`config.mk`:
```
export PLATFORM = sky130hd
export DESIGN_NAME = logic_shift_unit
export DESIGN_NICKNAME = d
export VERILOG_FILES = /design/src/rtl/logic_shift_pkg.sv /design/src/rtl/bitwise_core.sv /design/src/rtl/logic_shift_unit.sv
export SDC_FILE = /design/constraint.sdc
export NUM_CORES = 1
export LEC_CHECK = 0
export ABC_CLOCK_PERIOD_IN_PS = 5100
export BUFFER_PORTS_ARGS = -buffer_cell sky130_fd_sc_hd__buf_4
export CORE_MARGIN = 3
export CORE_UTILIZATION = 55
export DETAILED_ROUTE_END_ITERATION = 6
export PLACE_DENSITY = 0.83
export SLEW_MARGIN = 0
export SYNTH_ARGS = -nofsm -noshare
export SYNTH_HDL_FRONTEND = slang
export SYNTH_SLANG_ARGS = --single-unit
```
`constraint.sdc`:
```
create_clock -name clk -period 5.1 [get_ports clk]
set_clock_uncertainty 0.15 [all_clocks]
set_input_delay 0.765 -clock clk [delete_from_list [all_inputs] [get_ports clk]]
set_output_delay 0.765 -clock clk [all_outputs]
set_load 0.02 [all_outputs]
```
`src/rtl/logic_shift_pkg.sv`:
```
// +----------------------------------------------------------------------------+
// | logic_shift_pkg : op codes, op enum and FSM state type for logic_shift_unit |
// | Revision: 1.0                                                              |
// +----------------------------------------------------------------------------+
`default_nettype none

package logic_shift_pkg;

  localparam int OP_W = 4;

  typedef enum logic [OP_W-1:0] {
    OP_AND  = 4'd0,
    OP_OR   = 4'd1,
    OP_XOR  = 4'd2,
    OP_SLL  = 4'd4,
    OP_SRL  = 4'd5,
    OP_SRA  = 4'd6,
    OP_ANDN = 4'd8,
    OP_ORN  = 4'd9,
    OP_XNOR = 4'd10
  } op_e;

  typedef enum logic [1:0] {
    ST_IDLE  = 2'd0,
    ST_SHIFT = 2'd1,
    ST_DONE  = 2'd2
  } state_e;

  function automatic logic is_shift(input logic [OP_W-1:0] op);
    return (op == OP_SLL) || (op == OP_SRL) || (op == OP_SRA);
  endfunction

endpackage

`default_nettype wire

```
`src/rtl/bitwise_core.sv`:
```
// +----------------------------------------------------------------------------+
// | bitwise_core : combinational bitwise ops; ANDN/ORN/XNOR need LOGIC_SHIFT_NEGATE_EN |
// | Revision: 1.0                                                              |
// +----------------------------------------------------------------------------+
`default_nettype none

module bitwise_core
  import logic_shift_pkg::*;
#(
  parameter int WIDTH = 32
) (
  input  logic [WIDTH-1:0] a,
  input  logic [WIDTH-1:0] b,
  input  logic [OP_W-1:0]  op,
  output logic [WIDTH-1:0] y
);

  always_comb begin
    y = '0;
    case (op)
      OP_AND:  y = a & b;
      OP_OR:   y = a | b;
      OP_XOR:  y = a ^ b;
`ifdef LOGIC_SHIFT_NEGATE_EN
      OP_ANDN: y = a & ~b;
      OP_ORN:  y = a | ~b;
      OP_XNOR: y = ~(a ^ b);
`endif
      default: y = '0;
    endcase
  end

endmodule

`default_nettype wire

```
`src/rtl/logic_shift_unit.sv`:
```
// +----------------------------------------------------------------------------+
// | logic_shift_unit : 1-cycle bitwise ops, iterative STEP-bit shifts; macro LOGIC_SHIFT_NEGATE_EN |
// | Revision: 1.0                                                              |
// +----------------------------------------------------------------------------+
`default_nettype none

module logic_shift_unit
  import logic_shift_pkg::*;
#(
  parameter int WIDTH = 32,
  parameter int STEP  = 4
) (
  input  logic             clk,
  input  logic             rst,
  input  logic             in_valid,
  output logic             in_ready,
  input  logic [OP_W-1:0]  op,
  input  logic [WIDTH-1:0] operand_a,
  input  logic [WIDTH-1:0] operand_b,
  output logic             out_valid,
  input  logic             out_ready,
  output logic [WIDTH-1:0] result,
  output logic             busy
);

  localparam int          AW     = $clog2(WIDTH);
  // One extra bit so STEP == WIDTH is representable.
  localparam logic [AW:0] STEP_C = (AW+1)'(STEP);

  state_e            state_q, state_d;
  logic [AW-1:0]     rem_q, rem_d;
  logic [WIDTH-1:0]  res_q, res_d;
  logic [OP_W-1:0]   sop_q, sop_d;

  logic [WIDTH-1:0]  w_core_y;
  logic [AW-1:0]     w_amt;
  logic [AW:0]       w_step;
  logic [AW-1:0]     w_rem_next;
  logic [WIDTH-1:0]  w_shifted;

  bitwise_core #(.WIDTH(WIDTH)) u_core (
    .a  (operand_a),
    .b  (operand_b),
    .op (op),
    .y  (w_core_y)
  );

  assign w_amt      = operand_b[AW-1:0];
  assign w_step     = ({1'b0, rem_q} < STEP_C) ? {1'b0, rem_q} : STEP_C;
  assign w_rem_next = rem_q - w_step[AW-1:0];

  always_comb begin
    w_shifted = res_q;
    case (sop_q)
      OP_SLL:  w_shifted = res_q << w_step;
      OP_SRL:  w_shifted = res_q >> w_step;
      default: w_shifted = WIDTH'($signed(res_q) >>> w_step);
    endcase
  end

  always_comb begin
    state_d = state_q;
    rem_d   = rem_q;
    res_d   = res_q;
    sop_d   = sop_q;
    case (state_q)
      ST_IDLE: begin
        if (in_valid) begin
          if (is_shift(op)) begin
            res_d   = operand_a;
            rem_d   = w_amt;
            sop_d   = op;
            state_d = (w_amt == '0) ? ST_DONE : ST_SHIFT;
          end else begin
            res_d   = w_core_y;
            state_d = ST_DONE;
          end
        end
      end
      ST_SHIFT: begin
        res_d = w_shifted;
        rem_d = w_rem_next;
        if (w_rem_next == '0) state_d = ST_DONE;
      end
      ST_DONE: begin
        if (out_ready) state_d = ST_IDLE;
      end
      default: state_d = ST_IDLE;
    endcase
  end

  always_ff @(posedge clk or posedge rst) begin
    if (rst) begin
      state_q <= ST_IDLE;
      rem_q   <= '0;
      res_q   <= '0;
      sop_q   <= '0;
    end else begin
      state_q <= state_d;
      rem_q   <= rem_d;
      res_q   <= res_d;
      sop_q   <= sop_d;
    end
  end

  assign in_ready  = (state_q == ST_IDLE);
  assign out_valid = (state_q == ST_DONE);
  assign busy      = (state_q != ST_IDLE);
  assign result    = res_q;

endmodule

`default_nettype wire

```
# Yosys cells after proc, flatten, opt, wreduce, memory -nomap -nowiden

Index checks and enable logic that the tools add are counted.

Register bits: 43
Output and inout bits: 35
Input bits: 72

Bitwise operators: 3
Eq/ne operators: 13
Muxes and demuxes: 15
$lt $le $gt $ge: 1
Shift-type cells: 3
Reduce and logical (&&, ||, !) cells: 12
Add/sub/neg operators: 1

Operators with widths:

| operator             | number |
|---|---|
| $pmux W32 S2         | 2 |
| $pmux W32 S3         | 1 |
| $mux W32             | 2 |
| $and A32 B32 Y32     | 1 |
| $or A32 B32 Y32      | 1 |
| $shl A32 B5 Y32      | 1 |
| $shr A32 B5 Y32      | 1 |
| $sshr A32 B5 Y32     | 1 |
| $xor A32 B32 Y32     | 1 |
| $eq A4 B3 Y1 const B | 5 |
| $mux W5              | 3 |
| $logic_not A5 Y1     | 2 |
| $mux W2              | 5 |
| $pmux W5 S2          | 1 |
| $reduce_and A3 Y1    | 3 |
| $pmux W2 S3          | 1 |
| $lt A5 B3 Y1 const B | 1 |
| $sub A5 B5 Y5        | 1 |
| $eq A4 B1 Y1 const B | 1 |
| $eq A4 B2 Y1 const B | 1 |
| $logic_not A4 Y1     | 1 |
| $ne A2 B1 Y1 const B | 2 |
| $ne A2 B2 Y1 const B | 2 |
| $reduce_bool A2 Y1   | 2 |
| 5 further kinds      | 6 |

# Longest topological paths before layout

Depth in word-level cells: 6
Mapped depth: 10
Gate-level depth less buffers: 7

# By module

From an unflattened synthesis, not the netlist that was laid out.

Cells, all modules: 798
Area total of the unflattened synthesis: 6322.3 um^2

Modules (own cells, without submodules):

| module           | instances | area each (um^2) | cells an instance |
|---|---|---|---|
| logic_shift_unit | 1         | 4525.6           | 560 |
| bitwise_core     | 1         | 1796.7           | 238 |

# Worst setup path after synthesis

Ideal clock, no wire load.

Kind: reg-to-reg
From: reg rem_q[1]
To: reg state_q[1]
Setup slack: 2.534 ns
Cell stages (with the launch flop): 10
Arrival: 2.296 ns
Path buffers: 3
Library setup time: 0.120 ns
Cell sequence: dfrtp_1 clkbuf_1 buf_2 buf_1 nand2_1 ha_1 a211oi_1 nor2_1 a311o_1 a41o_1

Cells in the longest elaborated chain, start to end: 6

RTL lines:

| item                          | RTL line                | RTL |
|---|---|---|
| from (decl)                   | logic_shift_unit.sv:31  | `logic [AW-1:0] rem_q, rem_d;` |
| from (signal assigned)        | logic_shift_unit.sv:100 | `rem_q <= rem_d;` |
| $lt A5 B3 Y1                  | logic_shift_unit.sv:49  | `assign w_step = ({1'b0, rem_q} < STEP_C) ? {1'b0, rem_q} : STEP_C;` |
| $mux W5                       | logic_shift_unit.sv:49  |  |
| $sub A5 B5 Y5 *               | logic_shift_unit.sv:50  | `assign w_rem_next = rem_q - w_step[AW-1:0];` |
| $logic_not A5 Y1 *            | logic_shift_unit.sv:83  | `if (w_rem_next == '0) state_d = ST_DONE;` |
| $ne A2 B2 Y1 (no line) *      | -                       |  |
| $reduce_and A3 Y1 (no line) * | -                       |  |
| to (signal assigned)          | logic_shift_unit.sv:99  | `state_q <= state_d;` |
| to (decl)                     | logic_shift_unit.sv:30  | `state_e state_q, state_d;` |

Every way passes the cells marked *; elsewhere a longest branch is shown, timed or not.
A chain may end at the register's enable or synchronous reset.

# Worst setup path in the final report

From: reg rem_q[0]
To: reg res_q[5] (netlist: result[5])

Cells in the longest elaborated chain, start to end: 5
Elaborated cells between the ends (all ways): 7

RTL lines:

| item                                           | RTL line                | RTL |
|---|---|---|
| $lt A5 B3 Y1                                   | logic_shift_unit.sv:49  |  |
| $mux W5 *                                      | logic_shift_unit.sv:49  |  |
| $sshr A32 B5 Y32, or another cell as far along | logic_shift_unit.sv:57  | `default: w_shifted = WIDTH'($signed(res_q) >>> w_step);` |
| $pmux W32 S2 *                                 | logic_shift_unit.sv:54  | `case (sop_q)` |
| $pmux W32 S2 *                                 | logic_shift_unit.sv:66  | `case (state_q)` |
| to (signal assigned)                           | logic_shift_unit.sv:101 | `res_q <= res_d;` |
| to (decl)                                      | logic_shift_unit.sv:32  | `logic [WIDTH-1:0] res_q, res_d;` |

Marked as above.

==> run_results.csv <==
group,metric,value,unit
routing,vias,6825,
power_and_ir_drop,internal_power,0.00175,W
timing,setup_violations,0,
cts,htree_levels,2,
power_and_ir_drop,p_sw,0.00217,W
critical_path,arrival,2.88,ns
die,start_util,0.565,
critical_path,cp-end-kind,"flop",
die,core_area,0.0109,sq mm
cts,ctsResizeCount,0,
power_and_ir_drop,pwr-share-seq,0.260,
logic_synthesis,syn_inst,841,
cts,postCtsSetupRepairBufs,0,
cts,cts_buffers,5,
routing,viasPerCell,6.64,
logic_synthesis,yosysWarnings,0,
die,dieArea,0.0125,sq mm
power_and_ir_drop,pwr-share-clk,0.083,
place,port_buffers,106,
outcome,status,"finished, final reports clean",
logic_synthesis,synth.distinct_cells,67,
routing,drt_iter0_markers,1047,
cts,cts_hold_buf,0,
min_path,hold_path.class,"flop to flop",
finish,fin_nets,1024,
logic_synthesis,netlist_area,0.00618,sq mm
logic_synthesis,netlist_top_cells_area,"dfrtp_1 (17%), ha_1 (13%), nand2_1 (7.5%)",
grt,grt_pass1_vias,6162,
cts,cts_root_buf,"clkbuf_16",
power_and_ir_drop,irDropWorstVdd,0.266,mV
cts,clockBufferDepth,2,
cts,clk_pin_slew,0.07,ns
timing,worst_pin_slew,1.24,ns
logic_synthesis,post-synth-top-area-cell,"dfrtp_1",
logic_synthesis,yosysSeqAreaShare,0.174,
place,globalplace.congestion,0.984,
timing,fmax,343,MHz
timing,fin_tns_setup,0,ns
die,rows,38,
critical_path,worstPathRequired,5.07,ns
finish,area_delta_synth_final,14.2,%
critical_path,crit_fanout,38,
power_and_ir_drop,pwr_density_cell,555,mW/mm^2
power_and_ir_drop,p_leak,3.33,nW
place,place_hpwl,14300,microns
logic_synthesis,syn_nets,978,
grt,antenna_found_initial,0,
logic_synthesis,synth_top_area_frac,0.174,
run,drv_cap,0,
finish,diodes,0,
timing,period_share,0.571,
logic_synthesis,synthMostInstantiatedCell,"nand2_1",
grt,grt_usage,0.312,
logic_synthesis,syn_avg_cell_area,7.35,sq um
grt,globalRouteOverflowTotal,0,
power_and_ir_drop,swShare,0.553,
routing,routed_wl,20200,microns
logic_synthesis,synth_common_cells,"nand2_1 (124), inv_1 (75), ha_1 (65)",
logic_synthesis,synth_edf_count,0,
timing,hold_violations,0,
grt,grt_pass1_wl,32400,microns
cts,clock_latency,0.29,ns
power_and_ir_drop,p_comb_frac,0.658,
grt,grt_max_degree,67,
routing,avgRoutedWirePerCell,19.7,microns
routing,drtAntennaViolNets,0,
logic_synthesis,synthArstFlopShare,1.00,
die,pin_count,107,
cts,cts_tree,"built",
routing,drt-pass1-iter-count,6,
timing,min_period,2.91,ns
logic_synthesis,ys.flop_type,"dfrtp_1",
cts,cts_num_sinks,43,
critical_path,path_class,"flop to flop",
critical_path,worstSetupStartpointType,"flop",
timing,slew_violations,0,
timing,rsz0062_at_grt,"false",
finish,drive_above_1_share,0.181,
routing,drcViolationCount,0,
timing,timing.slew.headroom,0.170,
die,die_w,112,microns
timing,fin_hold_ws,0.388,ns
die,die_h,112,microns
logic_synthesis,yosys_register_bits,43,
==> per-stage QoR <==
step | setup WS (ns) | instances | area (sq um) | util | power (W)
floorplan | 2.53 | 841 | 6180 | - | 0.00271
global placement | 2.20 | 1020 | 6920 | 0.633 | 0.00346
detailed placement | 2.13 | 1020 | 6920 | 0.633 | 0.00350
CTS | 2.21 | 1028 | 7060 | 0.646 | 0.00383
global route | 2.06 | 1028 | 7060 | 0.646 | 0.00416
finish | 2.19 | 1028 | 7060 | 0.646 | 0.00392
==> critical path: stages (launching register included) <==
cell and delay, ns:
dfrtp_1 0.32, buf_4 0.38, or4b_4 0.79, mux2i_1 0.31
mux2i_1 0.12, a2111oi_0 0.56, a311oi_1 0.08
==> logic make-up after synthesis <==
group | after synthesis | share of synthesized area
simple gates | 264 | 0.197
compound gates | 257 | 0.284
buf+inv | 156 | 0.104
fa+ha+maj | 65 | 0.132
mux | 55 | 0.108
flops | 43 | 0.174
other cells | 1 | 0.000607
==> final timing paths <==
path                       startpoint   endpoint  slack [ns]  depth (start not counted)
max                          rem_q[0]  result[5]        2.19                          6
max in group asynchronous         rst   rem_q[1]        3.90                          3
min in group asynchronous         rst  result[2]        0.47                          3
min                          sop_q[2]   sop_q[2]        0.39                          1
min reg2reg                  sop_q[2]   sop_q[2]        0.39                          1
max reg2reg                  rem_q[0]  result[5]        2.19                          6
==> registers in the layout (all words and copies together), names as in the netlist <==
| signal | count |
|---|---|
| state_q | 2 |
| result | 32 |
| sop_q | 4 |
| rem_q | 5 |
==> power groups by stage <==
stage / Clock (W) / Combinational, W / Sequential (W)
floorplan: 0 / 0.00186 / 0.000844
global placement: 0 / 0.00248 / 0.000983
detailed placement: 0 / 0.00251 / 0.000986
CTS: 0.000324 / 0.00253 / 0.000980
global route: 0.000339 / 0.00279 / 0.00104
finish: 0.000324 / 0.00258 / 0.00102
==> final cells by class <==
| cell class | instances | area, sq um |
|---|---|---|
| multi-input combinational | 642 | 4480 |
| tap | 140 | 175 |
| fill | 977 | 3880 |
| clock inverter | 2 | 12.5 |
| timing repair buffer | 120 | 901 |
| sequential | 43 | 1080 |
| inverter | 75 | 282 |
| clock buffer | 6 | 129 |
==> layer usage <==
metal | vias up | track usage | routed length [microns]
met5 | - | 0 | 0
met4 | 0 | 0.106 | 663
met3 | 74 | 0.0701 | 2440
met2 | 483 | 0.474 | 8670
met1 | 3118 | 0.442 | 8470
li1 | 3150 | - | -
==> placed cells by master, fill, tap and decap left out, drive strengths merged, types with 6 or more instances in the layout <==
cell type,instances
a311oi,12
nor2,64
mux4,9
dfrtp,43
nand2,126
a21oi,56
a221oi,20
nor4,7
a211oi,39
buf,120
a31oi,16
o21ai,46
ha,65
inv,74
clkbuf,6
nor3,11
and3,9
nand3,19
o211ai,11
mux2i,41
a211o,7
a2111oi,6
(Power assumes the default switching activity.)
